### src/rtl/scoreboard_register_file_pkg.sv
// scoreboard_register_file_pkg: immediate-write type encodings shared by the register file and its bench.
package scoreboard_register_file_pkg;
   typedef enum logic [1:0] {
      IT_TOP      = 2'b00,
      IT_BOTTOM   = 2'b01,
      IT_SIGNED   = 2'b10,
      IT_UNSIGNED = 2'b11
   } imm_type_t;
endpackage

### src/rtl/scoreboard_register_file_register_scoreboard.sv
// register_scoreboard: per-register pending bits, their population count and reserve/clear arbitration.
module register_scoreboard
   import scoreboard_register_file_pkg::*;
#(
   parameter int REG_COUNT = 16,
   localparam int IW = $clog2(REG_COUNT)
) (
   input  logic                 clock,
   input  logic                 reset,
   input  logic                 load_write,
   input  logic [IW-1:0]        load_index,
   input  logic                 reserve,
   input  logic [IW-1:0]        reserve_index,
   output logic [REG_COUNT-1:0] busy_mask,
   output logic [IW:0]          busy_count,
   output logic                 reserve_conflict
);
   logic [REG_COUNT-1:0] next_mask;
   logic [IW:0]          next_count;
   logic                 clear_hit;
   assign clear_hit        = load_write && load_index == reserve_index;
   assign reserve_conflict = reserve && busy_mask[reserve_index] && !clear_hit;
   // a reserve applied after the clear keeps the bit set when both hit one index
   always_comb begin
      next_mask = busy_mask;
      if (load_write) next_mask[load_index] = 1'b0;
      if (reserve && !reserve_conflict) next_mask[reserve_index] = 1'b1;
      next_count = '0;
      for (int i = 0; i < REG_COUNT; i++) next_count = next_count + (IW+1)'(next_mask[i]);
   end
   always_ff @(posedge clock or negedge reset)
      if (!reset) begin
         busy_mask  <= '0;
         busy_count <= '0;
      end else begin
         busy_mask  <= next_mask;
         busy_count <= next_count;
      end
endmodule

### src/rtl/scoreboard_register_file.sv
// scoreboard_register_file: register storage with ALU/immediate and load write ports, read forwarding
// and a pending-load scoreboard.
module scoreboard_register_file
   import scoreboard_register_file_pkg::*;
#(
   parameter int DATA_WIDTH = 32,
   parameter int REG_COUNT  = 16,
   parameter int READ_PORTS = 3,
   localparam int IW = $clog2(REG_COUNT),
   localparam int HW = DATA_WIDTH / 2
) (
   input  logic                         clock,
   input  logic                         reset,
   input  logic                         write,
   input  logic                         write_immediate,
   input  logic [IW-1:0]                write_index,
   input  logic [DATA_WIDTH-1:0]        write_data,
   input  logic [HW-1:0]                write_immediate_data,
   input  logic [1:0]                   write_immediate_type,
   input  logic                         load_write,
   input  logic [IW-1:0]                load_index,
   input  logic [DATA_WIDTH-1:0]        load_data,
   input  logic                         reserve,
   input  logic [IW-1:0]                reserve_index,
   input  logic [READ_PORTS*IW-1:0]     read_index,
   output logic [READ_PORTS*DATA_WIDTH-1:0] read_data,
   output logic [READ_PORTS-1:0]        read_busy,
   output logic [REG_COUNT-1:0]         busy_mask,
   output logic [IW:0]                  busy_count,
   output logic                         reserve_conflict,
   output logic                         write_conflict
);
   logic [DATA_WIDTH-1:0] regs [REG_COUNT];
   logic [DATA_WIDTH-1:0] current, merged;
   logic                  request, accept;
   imm_type_t             imm_type;
   register_scoreboard #(.REG_COUNT(REG_COUNT)) scoreboard (
      .clock(clock),
      .reset(reset),
      .load_write(load_write),
      .load_index(load_index),
      .reserve(reserve),
      .reserve_index(reserve_index),
      .busy_mask(busy_mask),
      .busy_count(busy_count),
      .reserve_conflict(reserve_conflict)
   );
   assign request        = write | write_immediate;
   assign write_conflict = request && (busy_mask[write_index] || (load_write && load_index == write_index));
   assign accept         = request && !write_conflict;
   assign current        = regs[write_index];
   assign imm_type       = imm_type_t'(write_immediate_type);
   assign merged = write                   ? write_data :
                   imm_type == IT_TOP      ? {write_immediate_data, current[HW-1:0]} :
                   imm_type == IT_BOTTOM   ? {current[DATA_WIDTH-1:HW], write_immediate_data} :
                   imm_type == IT_SIGNED   ? {{HW{write_immediate_data[HW-1]}}, write_immediate_data} :
                                             {{HW{1'b0}}, write_immediate_data};
   // accepted ALU writes never share an index with a load, so both may commit together
   always_ff @(posedge clock or negedge reset)
      if (!reset) begin
         for (int i = 0; i < REG_COUNT; i++) regs[i] <= '0;
      end else begin
         if (accept) regs[write_index] <= merged;
         if (load_write) regs[load_index] <= load_data;
      end
   always_comb begin
      logic [IW-1:0] idx;
      read_data = '0;
      read_busy = '0;
      for (int p = 0; p < READ_PORTS; p++) begin
         idx = read_index[p*IW +: IW];
         read_data[p*DATA_WIDTH +: DATA_WIDTH] = (load_write && load_index == idx) ? load_data :
                                                 (accept && write_index == idx)    ? merged : regs[idx];
         read_busy[p] = !(load_write && load_index == idx) && busy_mask[idx];
      end
   end
endmodule

### config.mk
export PLATFORM = sky130hd
export DESIGN_NAME = scoreboard_register_file
export DESIGN_NICKNAME = d
export VERILOG_FILES = /design/src/rtl/scoreboard_register_file_pkg.sv /design/src/rtl/scoreboard_register_file_register_scoreboard.sv /design/src/rtl/scoreboard_register_file.sv
export SDC_FILE = /design/constraint.sdc
export NUM_CORES = 2
export LEC_CHECK = 0
export CAP_MARGIN = 15
export CELL_PAD_IN_SITES_DETAIL_PLACEMENT = 1
export CELL_PAD_IN_SITES_GLOBAL_PLACEMENT = 2
export CORE_UTILIZATION = 44
export CTS_CLUSTER_SIZE = 30
export DETAILED_ROUTE_END_ITERATION = 8
export GPL_ROUTABILITY_DRIVEN = 0
export PLACE_DENSITY_LB_ADDON = 0.1
export SLEW_MARGIN = 20
export SYNTH_ARGS = -nofsm -noshare
export SYNTH_HDL_FRONTEND = slang
export SYNTH_HIERARCHICAL = 1
export SYNTH_SLANG_ARGS = --single-unit
### constraint.sdc
create_clock -name clock -period 6.53 [get_ports clock]
set_input_delay 1.306 -clock clock [delete_from_list [all_inputs] [get_ports clock]]
set_output_delay 1.306 -clock clock [all_outputs]
set_load 0.005 [all_outputs]
; Yosys cells after proc, flatten, opt, wreduce, memory -nomap -nowiden
; Cells that the tools add are included.
; W data, S select, Z words.
[word_totals]
register_bits = 533
latch_bits = 0
ram_bits = 0
mem_bits_ro = 0
out_inout_bits = 122
word_cells = 141
mem_count = 0
[classes]
add_sub_neg = 15
mul = 0
div_mod_pow = 0
n_lt_le_gt_ge = 15
n_eq_ne = 10
shift = 0
mux = 46
n_bitwise = 9
n_reduce_logical = 28
[op_table]
columns = operator, count
row1 = $bwmux W512, 2
row2 = $mux W512, 2
row3 = $mux W32, 20
row4 = $bmux W32 S4, 4
row5 = $demux W32 S4, 2
row6 = $add A5 B1 Y5, 14
row7 = $eq A4 B4 Y1, 8
row8 = $mux W16, 2
row9 = $lt A4 B5 Y1 const B, 6
row10 = $ge A5 B5 Y1 const B, 5
row11 = $not A4 Y5, 5
row12 = $bmux W1 S4, 5
row13 = $logic_and A1 B1 Y1, 20
row14 = $and A16 B16 Y16, 1
row15 = $not A16 Y16, 1
row16 = $or A16 B16 Y16, 1
row17 = $lt A5 B1 Y1 const B, 2
row18 = $demux W1 S4, 2
row19 = $ge A4 B1 Y1 const B, 2
row20 = $mux W1, 7
row21 = $logic_not A1 Y1, 6
row22 = $add A1 B1 Y2, 1
row23 = $eq A2 B1 Y1 const B, 1
row24 = $eq A2 B2 Y1 const B, 1
row25 = 3 further kinds, 3

; Depth between registers and ports, before layout
[logic_depth]
word_depth = 24
ltp_mapped = 19
depth_no_buf = 16

; Cells and area by module
; The synthesis kept the hierarchy.
[by_module_without_submodules]
columns = module, instances, cells_per_inst, area_each_um2
row1 = scoreboard_register_file, 1, 4030, 42172.9
row2 = register_scoreboard, 1, 132, 1530.2

; Worst setup path after synthesis
; Ideal clock, no wire load.
[synth_path]
path_type = input port to flip-flop
start = input port reserve_index[1]
end = register scoreboard.busy_count[4]
setup_ns = 0.064
t_arrival_ns = 5.645
required_ns = 6.466
path_slack_ns = 0.820
cell_stages = 19
path_buffers = 3
path_cell_list = buf_6 > buf_12 > xor2_2 > nor3_4 > a31oi_2 > buf_6 > o41a_1 > fa_1 > inv_1 > fa_1 > inv_1 > fa_1 > inv_1 > fa_1 > ha_1 > inv_1 > fa_1 > nor2b_1 > o21a_1
[synth_via]
elab_chain_len = 22
word_cells_on_any_way = 31
cone_classes = 15 x add/sub / 2 x order compare / 1 x eq/ne / 5 x mux / 1 x bitwise / 7 x reduce/logical
[synth_rtl]
columns = item, line_no
row1 = "start, declared", scoreboard_register_file.sv:24  ; input logic [IW-1:0] reserve_index,
row2 = branches (longest 6 deep; another with $lt A4 B5 Y1), n/a
row3 = $mux W16 *, scoreboard_register_file_register_scoreboard.sv:27  ; if (reserve && !reserve_conflict) next_mask[reserve_index] = 1'b1;
row4 = $add A1 B1 Y2, scoreboard_register_file_register_scoreboard.sv:29  ; for (int i = 0; i < REG_COUNT; i++) next_count = next_count + (IW+1)'(next_mask[i]);
row5 = $add A5 B1 Y5 (13 in a row), scoreboard_register_file_register_scoreboard.sv:29
row6 = $add A5 B1 Y5 *, scoreboard_register_file_register_scoreboard.sv:29
row7 = net scoreboard.next_count[4], scoreboard_register_file_register_scoreboard.sv:19  ; logic [IW:0] next_count;
row8 = "end signal, assigned", scoreboard_register_file_register_scoreboard.sv:37  ; busy_count <= next_count;
row9 = "end, declared", scoreboard_register_file_register_scoreboard.sv:15  ; output logic [IW:0] busy_count,
; Mark *: on every way through the listed nets, which the timed path passes. The select of a mux whose other input is x is not followed.

; Worst setup path in the final report
[layout_path]
start = input port write_immediate_type[0]
end = output port read_data[81]
[layout_via]
elab_chain_len = 7
word_cells_on_any_way = 9
cone_classes = 2 x eq/ne / 6 x mux / 1 x reduce/logical
[layout_rtl]
columns = item, line_no
row1 = "start, declared", scoreboard_register_file.sv:19  ; input logic [1:0] write_immediate_type,
row2 = $eq A2 B2 Y1, scoreboard_register_file.sv:56  ; imm_type == IT_SIGNED ? {{HW{write_immediate_data[HW-1]}}, write_immediate_data} :
row3 = $mux W32, scoreboard_register_file.sv:56
row4 = $mux W32, scoreboard_register_file.sv:55  ; imm_type == IT_BOTTOM ? {current[DATA_WIDTH-1:HW], write_immediate_data} :
row5 = $mux W32 *, scoreboard_register_file.sv:54  ; imm_type == IT_TOP ? {write_immediate_data, current[HW-1:0]} :
row6 = $mux W32 *, scoreboard_register_file.sv:53  ; assign merged = write ? write_data :
row7 = $mux W32 *, scoreboard_register_file.sv:73  ; (accept && write_index == idx) ? merged : regs[idx];
row8 = $mux W32 *, scoreboard_register_file.sv:72  ; read_data[p*DATA_WIDTH +: DATA_WIDTH] = (load_write && load_index == idx) ? load_data :
row9 = "end, declared", scoreboard_register_file.sv:26  ; output logic [READ_PORTS*DATA_WIDTH-1:0] read_data,
; Every way passes the cells marked *; elsewhere a longest branch is shown, timed or not.

==> qor.txt <==
DETAILED ROUTING
-----------------------------------------------------------------------------------------------
Met3 routed wirelength ...........................................................    37,530 µm
Top layer reached by signal wires ................................................         met5
# DRC ............................................................................            0
Post-DR vias/cell ................................................................        7.760
Remaining number of nets flagged by the antenna check after routing ..............            0
Drt wl/cell ......................................................................     42.65 µm
Number of search-and-repair iterations in the first detailed-routing pass ........            6
DRC marker count from the first detailed-route iteration .........................        6,799
Routed length on met2 ............................................................    97,030 µm
Final wirelength .................................................................   238,700 µm
Vias after detailed routing ......................................................       43.43k
Met1 wire length .................................................................    89,910 µm

SETUP PATH
-----------------------------------------------------------------------------------------------
Data arrival, critical path ......................................................      5150 ps
Startpoint class of the critical path ............................................ primary input
Worst setup path class ........................................................... primary input to primary output
Endpoint type of the worst setup path ............................................ primary output
Critical-path maximum fanout .....................................................           13
FF-to-FF path depth ..............................................................           15
Required time of the critical path ...............................................      5220 ps

PWR
-----------------------------------------------------------------------------------------------
Overall power of the completed layout ............................................     16.62 mW
Worst VDD drop ...................................................................  0.0003036 V
PD cells ......................................................................... 328.4 mW/mm²
Static leakage power .............................................................     20.03 nW

LAYOUT
-----------------------------------------------------------------------------------------------
Leading cell types in the layout, fill and taps excluded ......................... 533 x sky130_fd_sc_hd__dfrtp_1, 489 x sky130_fd_sc_hd__mux4_2, 484 x sky130_fd_sc_hd__nand2_1
Utilization of the core after routing ............................................       0.5142
Count of nets after finishing ....................................................        4,379
Layout cell share with drive strength beyond 1 ...................................       0.2573
Most common cell after layout, fill and taps aside ............................... sky130_fd_sc_hd__dfrtp_1
Relative area change from synthesis to final layout ..............................       15.81%

TIMING
-----------------------------------------------------------------------------------------------
Clock period minus worst slack ...................................................      6458 ps
Highest achievable clock rate ....................................................   0.1548 GHz
Final Max Tran Viols .............................................................            0
Final setup viols ................................................................            0
Fin Clk Skew .....................................................................     21.98 ps
Share of the clock period used by the worst path after layout ....................       0.9890
Endpoints failing hold ...........................................................            0
Setup repair after global routing missed its margin ..............................           no
Worst-case headroom to the max-slew limit ........................................      0.09868
Total negative slack .............................................................         0 ps
Pin slew with the least headroom to its limit ....................................      1352 ps

FLOORPLAN
-----------------------------------------------------------------------------------------------
Total I/O pin count ..............................................................          234
Chip Height ......................................................................     317.2 µm
Die width ........................................................................     317.2 µm
Cell row count ...................................................................          115
Core Region ......................................................................  0.09842 mm²
Die footprint ....................................................................   0.1006 mm²
Initial cell density of the core .................................................       0.4441

SYNTH
-----------------------------------------------------------------------------------------------
Cell count after synthesis .......................................................        4,162
Sequential area share after synthesis ............................................       0.3052
Post-Synthesis Cell Area .........................................................  0.04370 mm²
Warning count from the yosys run .................................................            6
Number of enable flip-flop cells after synthesis .................................            0
Main flop type after synthesis ................................................... sky130_fd_sc_hd__dfrtp_1
Synthesis-stage register bit count ...............................................          533
Number of library cell types mapped by synthesis .................................           75
Async set-or-reset flop fraction in the synthesized netlist ......................        1.000
Average size of a mapped cell ....................................................    10.50 µm²
Number of nets produced by synthesis .............................................        4,289

CLOCK NETWORK
-----------------------------------------------------------------------------------------------
CTS tree .........................................................................         done
Clock input transition at the sequential cells of the worst setup and hold paths .        60 ps
Clock Sinks ......................................................................          533
Skew-Pair Late Insertion Delay ...................................................       660 ps
Clock Tree Buf Depth .............................................................            3
Number of CTS-inserted buffers ...................................................           70
Maximum level of the CTS H-tree ..................................................            3
CTS Hold Bufs ....................................................................            0
Total setup buffers inserted after CTS ...........................................            0
Number of resized instances in the post-cts repair step ..........................            0
Clock tree root driver cell ...................................................... sky130_fd_sc_hd__clkbuf_16

MIN PATH
-----------------------------------------------------------------------------------------------
Path class of the lowest-slack min-delay path .................................... register to register
Worst hold path stage count ......................................................            1

STATUS
-----------------------------------------------------------------------------------------------
Result of the run ................................................................ finished clean

JOB
-----------------------------------------------------------------------------------------------
Number of violations of the max-capacitance limit ................................            0

PLACED DESIGN
-----------------------------------------------------------------------------------------------
Post-DP HPWL .....................................................................   150,600 µm
Count of input and output buffers ................................................          233

GLOBAL ROUTE
-----------------------------------------------------------------------------------------------
Number of global-route vias before repair ........................................       43.13k
Total routing usage reported by global routing ...................................       0.4731
Largest net degree at the start of global routing ................................          149
Initial antenna violation count ..................................................           14
First-pass GRT wire length .......................................................   334,100 µm
Overflow left after global routing ...............................................            0

-- layer usage --
metal / global-route usage / vias to the layer above
li1: - / 16390
met1: 0.6336 / 22400
met2: 0.6436 / 3790
met3: 0.2082 / 827
met4: 0.2391 / 23
met5: 0.02131 / -
-- power by group --
| group | switching [mW] | internal (mW) |
|---|---|---|
| clock | 1.68 | 2.24 |
| sequential | 1.27 | 4.31 |
| combinational | 3.47 | 3.65 |
| total | 6.42 | 10.2 |
-- path summary, 6_finish.rpt --
kind | startpoint | end | slack, ps
max | write_immediate_type[0] | read_data[81] | 70
min | regs[37]$_DFF_PN0_ | regs[37]$_DFF_PN0_ | 580
max reg2reg | scoreboard/busy_mask[3]$_DFF_PN0_ | scoreboard/busy_count[4]$_DFF_PN0_ | 1690
min reg2reg | regs[37]$_DFF_PN0_ | regs[37]$_DFF_PN0_ | 580
max in group asynchronous | reset | regs[155]$_DFF_PN0_ | 4490
min in group asynchronous | reset | regs[456]$_DFF_PN0_ | 630
-- cells in the mapped netlist (12+ instances only) --
master,n,share of area
sky130_fd_sc_hd__xnor2_1,13,0.0026
sky130_fd_sc_hd__a21o_1,20,0.0034
sky130_fd_sc_hd__a21oi_1,89,0.010
sky130_fd_sc_hd__o31ai_1,12,0.0021
sky130_fd_sc_hd__and2_1,74,0.011
sky130_fd_sc_hd__nand3_1,15,0.0017
sky130_fd_sc_hd__a221oi_1,48,0.0096
sky130_fd_sc_hd__xor2_1,19,0.0038
sky130_fd_sc_hd__mux4_2,489,0.25
sky130_fd_sc_hd__and3_1,99,0.014
sky130_fd_sc_hd__o221ai_1,279,0.056
sky130_fd_sc_hd__a211oi_1,38,0.0065
sky130_fd_sc_hd__clkbuf_1,299,0.026
sky130_fd_sc_hd__nand2_1,484,0.042
sky130_fd_sc_hd__o211ai_1,43,0.0074
sky130_fd_sc_hd__buf_1,58,0.0050
sky130_fd_sc_hd__o21ai_1,17,0.0019
sky130_fd_sc_hd__buf_6,14,0.0036
sky130_fd_sc_hd__buf_2,96,0.011
sky130_fd_sc_hd__nor2_1,167,0.014
sky130_fd_sc_hd__o221ai_2,80,0.027
sky130_fd_sc_hd__nor3_2,27,0.0062
sky130_fd_sc_hd__nor3_1,59,0.0068
sky130_fd_sc_hd__inv_1,367,0.032
sky130_fd_sc_hd__buf_4,13,0.0022
sky130_fd_sc_hd__mux2_2,40,0.010
sky130_fd_sc_hd__o22ai_1,92,0.013
sky130_fd_sc_hd__a221o_1,162,0.037
sky130_fd_sc_hd__or3_1,20,0.0029
sky130_fd_sc_hd__dfrtp_1,533,0.31
sky130_fd_sc_hd__o21ai_0,141,0.016
sky130_fd_sc_hd__mux2i_1,134,0.031
-- worst max-delay path, cell delays in order --
cell	delay, ps
sky130_fd_sc_hd__clkdlybuf4s50_1	640
sky130_fd_sc_hd__inv_1	100
sky130_fd_sc_hd__or3_1	780
sky130_fd_sc_hd__a21o_1	330
sky130_fd_sc_hd__o311ai_0	350
sky130_fd_sc_hd__o21ai_2	290
sky130_fd_sc_hd__a221oi_1	490
sky130_fd_sc_hd__buf_4	230
sky130_fd_sc_hd__clkdlybuf4s50_1	620
-- cells by family (layout without fill, tap and decap cells) --
group / Yosys count / after routing / synth area share
muxes: 665 / 665 / 0.2936
DFF: 533 / 533 / 0.3052
adders and majority gates: 15 / 15 / 0.006012
xor gates and xnor gates: 33 / 33 / 0.006785
and+or+nand+nor: 993 / 993 / 0.1065
AOI/OAI and AO/OA: 1073 / 1073 / 0.2023
buffers and inverters: 850 / 990 / 0.07965
other: 0 / 8 / 0
-- metrics by stage --
| stage | setup slack [ps] | cell area [µm²] | std cells | hold slack (ps) |
|---|---|---|---|---|
| 6_report | 71.94 | 50610 | 5597 | 577.2 |
| 5_1_grt | 93.86 | 50600 | 5593 | 598.8 |
| 4_1_cts | 255.5 | 50540 | 5588 | 573.4 |
| 3_5_place_dp | 212.3 | 48320 | 5466 | 561.0 |
| 3_3_place_gp | 267.8 | 48310 | 5466 | 556.8 |
| 2_1_floorplan | 820.1 | 43700 | 4162 | 522.4 |
-- state kept, by name, summed over array words and instances, names as in the netlist --
signal / count
regs: 512
scoreboard/busy_mask: 16
scoreboard/busy_count: 5
-- layout make-up --
class / instances / area (µm²)
Fill cell: 10420 / 47810
Tap cell: 1287 / 1610
Multi-Input combinational cell: 2779 / 27330
Timing Repair Buffer: 499 / 4696
Clock inverter: 18 / 143.9
Antenna cell: 8 / 20.02
Inverter: 369 / 1386
Clock buffer: 104 / 2083
Sequential cell: 533 / 13340
(Power assumes the default switching activity.)
